[config.mk]
export PLATFORM = sky130hd
export DESIGN_NAME = mem_writer32
export DESIGN_NICKNAME = d
export VERILOG_FILES = /design/src/rtl/mem_writer32.sv
export SDC_FILE = /design/constraint.sdc
export NUM_CORES = 1
export LEC_CHECK = 0
export BUFFER_PORTS_ARGS = -buffer_cell sky130_fd_sc_hd__clkbuf_2
export CAP_MARGIN = 15
export CELL_PAD_IN_SITES_DETAIL_PLACEMENT = 0
export CELL_PAD_IN_SITES_GLOBAL_PLACEMENT = 1
export CORE_MARGIN = 5
export CORE_UTILIZATION = 35
export DETAILED_ROUTE_END_ITERATION = 10
export MAX_ROUTING_LAYER = met4
export PLACE_DENSITY = 0.85
export SYNTH_ARGS = -nofsm -noshare
export SYNTH_HDL_FRONTEND = slang
export SYNTH_SLANG_ARGS = --single-unit
[constraint.sdc]
create_clock -name clock -period 4.6 [get_ports clock]
set_input_delay 0.46 -clock clock [delete_from_list [all_inputs] [get_ports clock]]
set_output_delay 0.46 -clock clock [all_outputs]
set_load 0.02 [all_outputs]
[src/rtl/mem_writer32.sv]
// Sequential block write engine: latches a base address and word count, then
// turns each accepted producer word into one registered memory write.
module mem_writer32 #(
  parameter int ADDR_W = 32,
  parameter int DATA_W = 32,
  parameter int CNT_W  = 16,
  parameter int STRIDE = 4
) (
  input  logic              clock,
  input  logic              nrst,
  input  logic              start,
  input  logic [ADDR_W-1:0] base_addr,
  input  logic [CNT_W-1:0]  word_count,
  input  logic              in_valid,
  input  logic [DATA_W-1:0] in_data,
  output logic              in_ready,
  output logic [ADDR_W-1:0] waddress,
  output logic [DATA_W-1:0] Datain,
  output logic              Wr,
  output logic              busy,
  output logic              done,
  output logic [CNT_W-1:0]  words_written
);

  typedef enum logic [1:0] {
    S_IDLE  = 2'd0,
    S_WRITE = 2'd1,
    S_DONE  = 2'd2
  } state_t;

  state_t              state_q, state_d;
  logic [ADDR_W-1:0]   cur_q, cur_d;
  logic [CNT_W-1:0]    rem_q, rem_d;
  logic [ADDR_W-1:0]   waddr_q, waddr_d;
  logic [DATA_W-1:0]   data_q, data_d;
  logic                wr_q, wr_d;
  logic [CNT_W-1:0]    cnt_q, cnt_d;
  logic                xfer;

  // The engine only ever accepts data while in WRITE.
  assign xfer = (state_q == S_WRITE) && in_valid;

  always_comb begin
    state_d = state_q;
    cur_d   = cur_q;
    rem_d   = rem_q;
    waddr_d = waddr_q;
    data_d  = data_q;
    wr_d    = 1'b0;
    cnt_d   = cnt_q;
    case (state_q)
      S_IDLE: begin
        if (start) begin
          cur_d   = base_addr;
          rem_d   = word_count;
          cnt_d   = '0;
          state_d = (word_count == '0) ? S_DONE : S_WRITE;
        end
      end
      S_WRITE: begin
        if (xfer) begin
          waddr_d = cur_q;
          data_d  = in_data;
          wr_d    = 1'b1;
          cur_d   = cur_q + ADDR_W'(STRIDE);
          rem_d   = rem_q - CNT_W'(1);
          cnt_d   = cnt_q + CNT_W'(1);
          if (rem_q == CNT_W'(1)) begin
            state_d = S_DONE;
          end
        end
      end
      S_DONE: begin
        state_d = S_IDLE;
      end
      default: begin
        state_d = S_IDLE;
      end
    endcase
  end

  always_ff @(posedge clock) begin
    if (!nrst) begin
      state_q <= S_IDLE;
      cur_q   <= '0;
      rem_q   <= '0;
      waddr_q <= '0;
      data_q  <= '0;
      wr_q    <= 1'b0;
      cnt_q   <= '0;
    end else begin
      state_q <= state_d;
      cur_q   <= cur_d;
      rem_q   <= rem_d;
      waddr_q <= waddr_d;
      data_q  <= data_d;
      wr_q    <= wr_d;
      cnt_q   <= cnt_d;
    end
  end

  // The final write and the done pulse land in the same cycle.
  assign in_ready      = (state_q == S_WRITE);
  assign busy          = (state_q == S_WRITE);
  assign done          = (state_q == S_DONE);
  assign Wr            = wr_q;
  assign waddress      = waddr_q;
  assign Datain        = data_q;
  assign words_written = cnt_q;

endmodule

==> results.py, run 1 <==
metrics = {
    "run_status": {
        "status": "finished, final reports clean",
    },
    "cells_and_area": {
        "layout-drive-gt1-share": 0.2409,
        "num-fill-cells": 1822,
        "diodes": 0,
        "seqCellArea_sq_um": 2623,
        "final_nets": 1007,
        "syn_to_final_growth_pct": 24.93,
        "multi_input_area_sq_um": 3126,
    },
    "global_route": {
        "grt_overflow_total": 0,
        "grt_pass1_vias": 5710,
        "gr-usage-all-layers": 0.1879,
        "grt_start_max_net_pins": 72,
        "antenna_found_initial": 0,
        "grt_pass1_wl_microns": 29560,
    },
    "worst_setup_path": {
        "r2r_cells": 5,
        "timing.rr.end": "words_written[9]",
        "path_class": "reg2out",
        "path_max_fanout": 31,
        "worstPathArrival_ns": 2.07,
        "critPathLaunchType": "flip-flop",
        "r2r_setup_slack_ns": 2.21,
        "regToRegStartpoint": "state_q[0]",
        "cp-end-kind": "output pin",
        "cp.required_ns": 4.14,
    },
    "power_and_ir_drop": {
        "clkPwrFrac": 0.434,
        "p_sw_uw": 930.8,
        "leakagePower_nw": 3.036,
        "fin_total_pwr_mw": 3.232,
        "p_int_mw": 2.302,
        "swShare": 0.2880,
        "pwr_density_cell_nw_per_um2": 426.4,
        "ir_drop_mv": 0.2757,
        "seq_power_share": 0.406,
        "p_comb_frac": 0.160,
    },
    "clock_network": {
        "cts_tree": "done",
        "cts_sinks": 131,
        "cts_root_buf": "clkbuf_16",
        "cts_resized": 0,
        "cts_setup_buffers": 0,
        "max-clock-path-buffers": 2,
        "tritoncts.num_buffers": 17,
        "insertion_delay_ns": 0.42,
        "path_clk_slew_ns": 0.06,
        "htreeDepth": 4,
        "cts_hold_repair.buffers": 0,
    },
    "die": {
        "num_io_pins": 168,
        "initial_utilization": 0.3533,
        "fp.dieW_microns": 141.7,
        "row_count": 48,
        "die_y_microns": 141.7,
        "die_area_sq_um": 20070,
        "core-area_sq_um": 17180,
    },
    "yosys": {
        "synth-main-ff-cell": "dfxtp_1",
        "synth_warnings": 0,
        "ys_ff_latch": 131,
        "syn_nets": 870,
        "synthArstFlopShare": 0,
        "synthDistinctLibCells": 68,
        "syn_inst": 782,
        "yosysSeqAreaShare": 0.4322,
        "synth.avg_cell_area_sq_um": 7.760,
        "syn_area_sq_um": 6068,
        "synth_edf_count": 0,
    },
    "sta": {
        "slew_viol_final": 0,
        "tightest_slew_ns": 0.8529,
        "setup_ws_ns": 2.071,
        "hold_violations": 0,
        "rsz0062_at_grt": "no",
        "whs_ns": 0.2554,
        "worst_clock_skew_ns": 0.01271,
        "fmax_ghz": 0.3955,
        "fin_tns_setup_ns": 0,
        "finalCritPeriodShare": 0.5497,
        "setup_viol": 0,
        "max_slew_margin": 0.4308,
        "layout_min_cycle_time_ns": 2.529,
    },
    "placed_design": {
        "place_congestion": 0.8050,
        "numPortBuffers": 167,
        "post-place-ws_ns": 2.126,
        "dp_hpwl_microns": 12380,
    },
    "route": {
        "num_vias": 6069,
        "wl_microns": 18410,
        "drt-initial-drc-count": 454,
        "drc": 0,
        "wl_per_cell_microns": 15.94,
        "antenna_left": 0,
        "vias_per_cell": 5.255,
        "drtPass1Iterations": 5,
    },
    "min_path": {
        "worstHoldStart": "in_data[18]",
        "hp-class": "in2reg",
        "whs_path_depth": 3,
        "hold_end": "Datain[18]",
    },
    "run": {
        "maxCapViolations": 0,
    },
}
## through the flow
| stage | util | std cells | area, sq um |
|---|---|---|---|
| final | 0.4414 | 1155 | 7581 |
| after floorplan | - | 782 | 6068 |
| after CTS | 0.4414 | 1155 | 7581 |
| after detailed placement | 0.4058 | 1125 | 6970 |
| after global placement | 0.4058 | 1125 | 6970 |
| after global routing | 0.4414 | 1155 | 7581 |
## worst max-delay path, cell delays in order (launching register included)
cell	delay [ns]
dfxtp_1	0.55
or2b_2	0.35
clkinv_1	0.15
buf_4	0.35
clkbuf_2	0.24
## state kept, by name, indices dropped and copies added, names as in the netlist
register,count
Datain,32
Wr,1
cur_q,32
rem_q,16
state_q,2
waddress,32
words_written,16
## cells in the mapped netlist, drive strengths merged, types with 2 or more instances
cell type | number | share of area
o211ai | 6 | 0.0074
nand3 | 21 | 0.018
nand2 | 177 | 0.11
and3b | 2 | 0.0029
ha | 4 | 0.0082
nor3b | 3 | 0.0045
nand4 | 25 | 0.032
a22o | 3 | 0.0043
or4 | 3 | 0.0043
a22oi | 3 | 0.0037
o311ai | 2 | 0.0029
nor4 | 14 | 0.019
a211oi | 7 | 0.0087
xor2 | 5 | 0.0072
clkbuf | 44 | 0.035
o31ai | 5 | 0.0062
a21oi | 115 | 0.095
nor3 | 15 | 0.012
inv | 8 | 0.0049
a311oi | 3 | 0.0043
clkinv | 2 | 0.0012
and4 | 6 | 0.0089
dfxtp | 131 | 0.43
buf | 14 | 0.013
o22ai | 6 | 0.0062
and3 | 8 | 0.0085
nor2 | 56 | 0.035
or3 | 9 | 0.0093
mux2i | 4 | 0.0066
a2bb2oi | 3 | 0.0043
a32o | 5 | 0.0082
o2bb2ai | 2 | 0.0029
xnor2 | 3 | 0.0043
a31oi | 7 | 0.0072
o221a | 2 | 0.0037
o21ai | 40 | 0.033
## cell usage in the layout (no fill, tap or decap), drive strengths merged, types with 4 or more instances in the layout
| cell type | netlist | routed |
|---|---|---|
| a32o | 5 | 5 |
| a21oi | 115 | 115 |
| o211ai | 6 | 6 |
| dfxtp | 131 | 131 |
| nor4 | 14 | 14 |
| nor3 | 15 | 15 |
| and4 | 6 | 6 |
| a31oi | 7 | 7 |
| inv | 8 | 9 |
| o21ai | 40 | 40 |
| nand2 | 177 | 177 |
| o31ai | 5 | 5 |
| a211oi | 7 | 7 |
| nor2 | 56 | 56 |
| xor2 | 5 | 5 |
| and3 | 8 | 8 |
| nand4 | 25 | 25 |
| ha | 4 | 4 |
| nand3 | 21 | 21 |
| o22ai | 6 | 6 |
| mux2i | 4 | 4 |
| or3 | 9 | 9 |
| buf | 14 | 9 |
| clkbuf | 44 | 189 |
## kinds of logic after synthesis
kind of cell | share of synthesized area
flops | 0.4322
xor+xnor | 0.01155
simple gates | 0.2755
compound gates | 0.2107
buf+inv | 0.05340
fa+ha+maj | 0.008248
mux | 0.008454
## metal layers
layer | share of wire | vias to the layer above | global-route usage
met1 | 0.46 | 2832 | 0.2414
met5 | 0 | - | -
met3 | 0.063 | 13 | 0.05190
li1 | - | 3053 | -
met4 | 0.0090 | 0 | 0.04343
met2 | 0.47 | 171 | 0.2961
## worst max-delay path by stage
stage                    start           endpoint  cells after the start
floorplan             cur_q[2]          cur_q[28]                      6
global placement      in_valid  words_written[15]                      7
detailed placement       start          rem_q[13]                      7
CTS                 state_q[0]           in_ready                      4
global route        state_q[0]           in_ready                      4
finish              state_q[0]               busy                      4
## power by group through the flow
stage               Sequential (mW)  Clock (mW)  Combinational (mW)
floorplan                      1.33           0               0.361
global placement               1.33           0               0.512
detailed placement             1.33           0               0.518
CTS                            1.31        1.43               0.521
global route                   1.33        1.48               0.577
finish                         1.31        1.40               0.517
## cell type report
| class | instances | area share |
|---|---|---|
| Timing Repair Buffer | 176 | 0.1192 |
| Inverter | 10 | 0.004951 |
| Tap cell | 225 | 0.03713 |
| Multi-Input combinational cell | 583 | 0.4123 |
| Clock inverter | 8 | 0.01667 |
| Sequential cell | 131 | 0.3459 |
| Clock buffer | 22 | 0.06387 |
Power figures use the tool's default switching activity.
==> run 2: changes to the inputs <==
Settings changed: CORE_UTILIZATION 35 to 34, PLACE_DENSITY 0.85 to 0.86.
Clock period 4.6 ns to 2.11 ns, I/O delays scaled along.
==> run 2 against run 1 <==
  * Worst setup slack worse by 2.0 ns
  * Core utilization is 2.0 points higher
  * Sequential cell count is the same
  * Combinational power grew to 2.5 times the previous value
  * Design area is 6.0% higher
  * Highest routed layer unchanged
  * Critical path depth up 2
  * Largest cell class unchanged
==> results.py, run 2 (synthesized netlist as in run 1, its figures left out) <==
metrics = {
    "run_status": {
        "status": "finished, final reports clean",
    },
    "cells_and_area": {
        "post-route-util": 0.4614,
        "num-fill-cells": 1772,
        "final_nets": 1055,
        "mostFrequentLayoutCell": "nand2_1",
        "diodes": 0,
        "layout-drive-gt1-share": 0.2602,
        "final_cells": 1205,
        "syn_to_final_growth_pct": 32.43,
        "multi_input_area_sq_um": 3139,
        "seqCellArea_sq_um": 2623,
        "final_area_sq_um": 8036,
        "final_cell_mix": "nand2_1 (177), clkbuf_2 (167), dfxtp_1 (131)",
    },
    "placed_design": {
        "placed_area_sq_um": 7208,
        "post-place-ws_ns": 0.1054,
        "numPortBuffers": 167,
        "dp_cells": 1150,
        "dp_hpwl_microns": 13270,
        "place_congestion": 0.8997,
    },
    "sta": {
        "whs_ns": 0.01687,
        "fin_tns_setup_ns": 0,
        "hold_violations": 0,
        "setup_viol": 0,
        "finalCritPeriodShare": 0.9595,
        "max_slew_margin": 0.6442,
        "fmax_ghz": 0.4939,
        "setup_ws_ns": 0.08541,
        "worst_clock_skew_ns": 0.01542,
        "layout_min_cycle_time_ns": 2.025,
        "slew_viol_final": 0,
        "tightest_slew_ns": 0.5314,
    },
    "clock_network": {
        "path_clk_slew_ns": 0.06,
        "tritoncts.num_buffers": 17,
        "cts_tree": "done",
        "htreeDepth": 4,
        "cts_root_buf": "clkbuf_16",
        "max-clock-path-buffers": 2,
        "cts_sinks": 131,
        "insertion_delay_ns": 0.43,
    },
    "power_and_ir_drop": {
        "leakagePower_nw": 3.268,
        "p_comb_frac": 0.185,
        "seq_power_share": 0.400,
        "p_sw_mw": 2.164,
        "ir_drop_mv": 0.5754,
        "swShare": 0.3057,
        "pwr_density_cell_nw_per_um2": 880.7,
        "clkPwrFrac": 0.415,
        "p_int_mw": 4.914,
        "fin_total_pwr_mw": 7.078,
    },
    "global_route": {
        "grt_start_max_net_pins": 71,
        "antenna_found_initial": 0,
        "grt_pass1_vias": 5979,
        "grt_overflow_total": 0,
        "gr-usage-all-layers": 0.1889,
        "grt_pass1_wl_microns": 30220,
    },
    "route": {
        "vias_per_cell": 5.214,
        "drc": 0,
        "antenna_left": 0,
        "num_vias": 6283,
        "wl_per_cell_microns": 15.83,
        "drt-initial-drc-count": 561,
        "drtPass1Iterations": 5,
        "wl_microns": 19070,
    },
    "run": {
        "maxCapViolations": 0,
    },
    "die": {
        "num_io_pins": 168,
        "die_area_sq_um": 20620,
        "row_count": 48,
        "initial_utilization": 0.3484,
        "core-area_sq_um": 17420,
        "die_y_microns": 143.6,
        "fp.dieW_microns": 143.6,
    },
    "worst_setup_path": {
        "path_class": "reg2reg",
        "cp.required_ns": 2.46,
        "cp-end-kind": "flip-flop",
        "path_max_fanout": 8,
        "critPathLaunchType": "flip-flop",
        "worstPathArrival_ns": 2.37,
    },
    "min_path": {
        "hp-class": "in2reg",
    },
}
==> run 2: critical path, cell delays in order (launching register included) <==
cell and delay, ns:
dfxtp_1 0.49, nand4_1 0.28, nor4_4 0.31, buf_4 0.19
nand3_2 0.09, or4_1 0.42, a31oi_1 0.17
==> run 2: path summary, 6_finish.rpt <==
path | from | to | slack (ns) | depth (start not counted)
max | cur_q[5] | cur_q[27] | 0.09 | 6
min | in_data[1] | Datain[1] | 0.02 | 3
max reg2reg | cur_q[5] | cur_q[27] | 0.09 | 6
min reg2reg | cur_q[0] | waddress[0] | 0.45 | 2
==> run 2: cell type report <==
class | instances | area share
tap | 225 | 0.03503
multi-input combinational | 583 | 0.3906
inverter | 10 | 0.004826
clock inverter | 14 | 0.01946
clock buffer | 18 | 0.05340
timing repair buffer | 224 | 0.1703
sequential | 131 | 0.3263
==> run 2: power by group through the flow <==
stage	clock network [mW]	registers [mW]	logic (mW)
6_report	2.94	2.83	1.31
5_1_grt	3.12	2.86	1.44
4_1_cts	2.99	2.83	1.30
3_5_place_dp	0	2.88	1.26
3_3_place_gp	0	2.88	1.25
2_1_floorplan	0	2.89	0.786
==> run 2: layer usage <==
layer  part of all wire  up-vias  global-route usage  routed length [microns]
met4              0.015        0             0.06145                      291
met3              0.069       26             0.04459                     1311
met2               0.47      231              0.3017                     8901
li1                   -     3156                   -                        -
met5                  0        -                   -                        0
met1               0.45     2870              0.2366                     8566
==> run 2: what timing repair did <==
action                                 4_1_cts  5_1_grt
gates resized for setup                      1        3
setup buffers                                0        1
pin swaps                                    0        2
endpoints found under the hold margin       22        0
gates cloned                                 0        0
hold buffers                                22        0
setup endpoints to repair                    2        6
==> run 3: changes to the inputs <==
Settings changed: CORE_ASPECT_RATIO set to 0.9.
==> run 3 against run 2 <==
  * First-iteration DRC count is 30% lower
  * Sequential share of layout area is 0.29 points higher
  * Worst hold slack hardly changed
  * Sequential cell count stayed put
  * Count of clock-buffer cells in the layout is 4 higher
  * Power is 2.9% lower
  * Critical path depth is 1 lower
==> results.py, run 3 (synthesized netlist as in run 1, its figures left out) <==
metrics = {
    "run_status": {
        "status": "finished, final reports clean",
    },
    "worst_setup_path": {
        "worst-path-stages": 5,
        "path_delay_family": "simple AND/OR/NAND/NOR gates",
        "path_max_fanout": 6,
        "critPathLaunchType": "flip-flop",
        "regToRegStartpoint": "cur_q[6]",
        "cp.required_ns": 2.45,
        "r2r_cells": 5,
        "critical_path.max_stage_delay_ns": 0.48,
        "path_class": "reg2reg",
        "cp-end-kind": "flip-flop",
        "path_buf_inv": 0,
        "worstPathArrival_ns": 2.32,
        "cpMaxStageDelayCell": "nor4_4",
        "critPathLaunch": "cur_q[6]",
        "cp-endpoint": "cur_q[27]",
        "crit_chain": "nand4_1, nor4_4, nand3_2, or4_1, a31oi_1",
        "timing.rr.end": "cur_q[27]",
        "r2r_setup_slack_ns": 0.13,
    },
    "sta": {
        "finalCritPeriodShare": 0.9380,
        "rsz0062_at_grt": "no",
        "setup_ws_ns": 0.1309,
        "setup_viol": 0,
        "whs_ns": 0.01638,
        "layout_min_cycle_time_ns": 1.979,
        "fmax_ghz": 0.5053,
        "fin_tns_setup_ns": 0,
        "tightest_slew_ns": 0.5305,
        "max_slew_margin": 0.6436,
        "hold_violations": 0,
        "worst_clock_skew_ns": 0.007385,
        "slew_viol_final": 0,
    },
    "clock_network": {
        "htreeDepth": 4,
        "insertion_delay_ns": 0.42,
        "cts_sinks": 131,
        "max-clock-path-buffers": 2,
        "path_clk_slew_ns": 0.05,
        "cts_root_buf": "clkbuf_16",
        "tritoncts.num_buffers": 17,
        "cts_tree": "done",
    },
    "placed_design": {
        "numPortBuffers": 167,
        "dp_hpwl_microns": 13100,
        "place_congestion": 0.8282,
        "dp_cells": 1168,
        "post-place-ws_ns": 0.09224,
        "placed_area_sq_um": 7274,
    },
    "cells_and_area": {
        "final_cell_mix": "nand2_1 (177), clkbuf_2 (167), dfxtp_1 (130)",
        "syn_to_final_growth_pct": 31.34,
        "diodes": 0,
        "layout-drive-gt1-share": 0.2634,
        "final_cells": 1212,
        "final_area_sq_um": 7970,
        "mostFrequentLayoutCell": "nand2_1",
        "final_nets": 1051,
        "post-route-util": 0.4525,
        "num-fill-cells": 1818,
    },
    "global_route": {
        "grt_start_max_net_pins": 66,
        "gr-usage-all-layers": 0.1879,
        "grt_pass1_vias": 5801,
        "grt_overflow_total": 0,
        "antenna_found_initial": 0,
        "grt_pass1_wl_microns": 29910,
    },
    "power_and_ir_drop": {
        "pwr_density_cell_nw_per_um2": 862.6,
        "clkPwrFrac": 0.395,
        "seq_power_share": 0.411,
        "p_sw_mw": 2.022,
        "p_int_mw": 4.853,
        "leakagePower_nw": 3.247,
        "fin_total_pwr_mw": 6.875,
        "p_comb_frac": 0.194,
        "swShare": 0.2942,
        "ir_drop_mv": 0.6312,
    },
    "die": {
        "initial_utilization": 0.3446,
        "die_y_microns": 136.7,
        "die_area_sq_um": 20620,
        "core-area_sq_um": 17610,
        "fp.dieW_microns": 150.8,
        "num_io_pins": 168,
        "row_count": 46,
    },
    "route": {
        "wl_microns": 18890,
        "num_vias": 6199,
        "vias_per_cell": 5.115,
        "drc": 0,
        "antenna_left": 0,
        "drt-initial-drc-count": 395,
        "wl_per_cell_microns": 15.58,
        "drtPass1Iterations": 5,
    },
    "run": {
        "maxCapViolations": 0,
    },
    "min_path": {
        "hp-class": "in2reg",
    },
}
[run 3: cell count changes in the layout (fill, tap and decap cells not counted), moves of 3 or more]
cell	before	now
inv_6	3	0
buf_4	31	35
clkinv_4	4	0
dlygate4sd3_1	22	12
clkbuf_8	0	3
[run 3: layer usage]
layer  track usage  wire, microns  up-vias
li1              -              -     3138
met1        0.2368           8485     2837
met3       0.05497           1558       22
met2        0.2909           8555      202
met4       0.06093            286        0
met5             -              0        -
[run 3: power groups by stage]
stage	sequential [mW]	clock (mW)	combinational [mW]
6_report	2.83	2.72	1.33
5_1_grt	2.85	2.89	1.47
4_1_cts	2.82	2.78	1.31
3_5_place_dp	2.87	0	1.29
3_3_place_gp	2.87	0	1.27
2_1_floorplan	2.89	0	0.786
[run 3: worst min path at each step]
stage | to | startpoint | slack, ns | cells past startpoint
after floorplan | cur_q[29] | base_addr[29] | 0.34 | 2
after global placement | Datain[5] | in_data[5] | 0.43 | 3
after detailed placement | Datain[5] | in_data[5] | 0.44 | 3
after CTS | Datain[23] | in_data[23] | 0.00009 | 3
after global routing | Datain[29] | in_data[29] | 0.01 | 3
final | Datain[11] | in_data[11] | 0.02 | 3
[run 3: worst min-delay path, delay by kind of cell]
family                 cells  cell delay [ns]
AOI/OAI and AO/OA          1             0.05
buffers and inverters      1             0.08
and+or+nand+nor            1             0.05
[run 3: repair_timing]
action / in CTS / in global routing
hold buffers: 12 / 0
setup endpoints to repair: 2 / 5
setup buffers: 0 / 4
gates cloned: 0 / 0
pin swaps: 0 / 1
endpoints found under the hold margin: 12 / 0
resized for setup: 2 / 2
[run 3: cell type report]
| type | count | area, sq um | share of cell area |
|---|---|---|---|
| well taps | 240 | 300.3 | 0.03768 |
| repair buffers | 220 | 1339 | 0.1680 |
| multi-input cells | 583 | 3134 | 0.3933 |
| clock inverters | 6 | 57.56 | 0.007221 |
| clock buffers | 22 | 474.2 | 0.05950 |
| flip-flops and latches | 131 | 2624 | 0.3292 |
| inverters | 10 | 41.29 | 0.005181 |
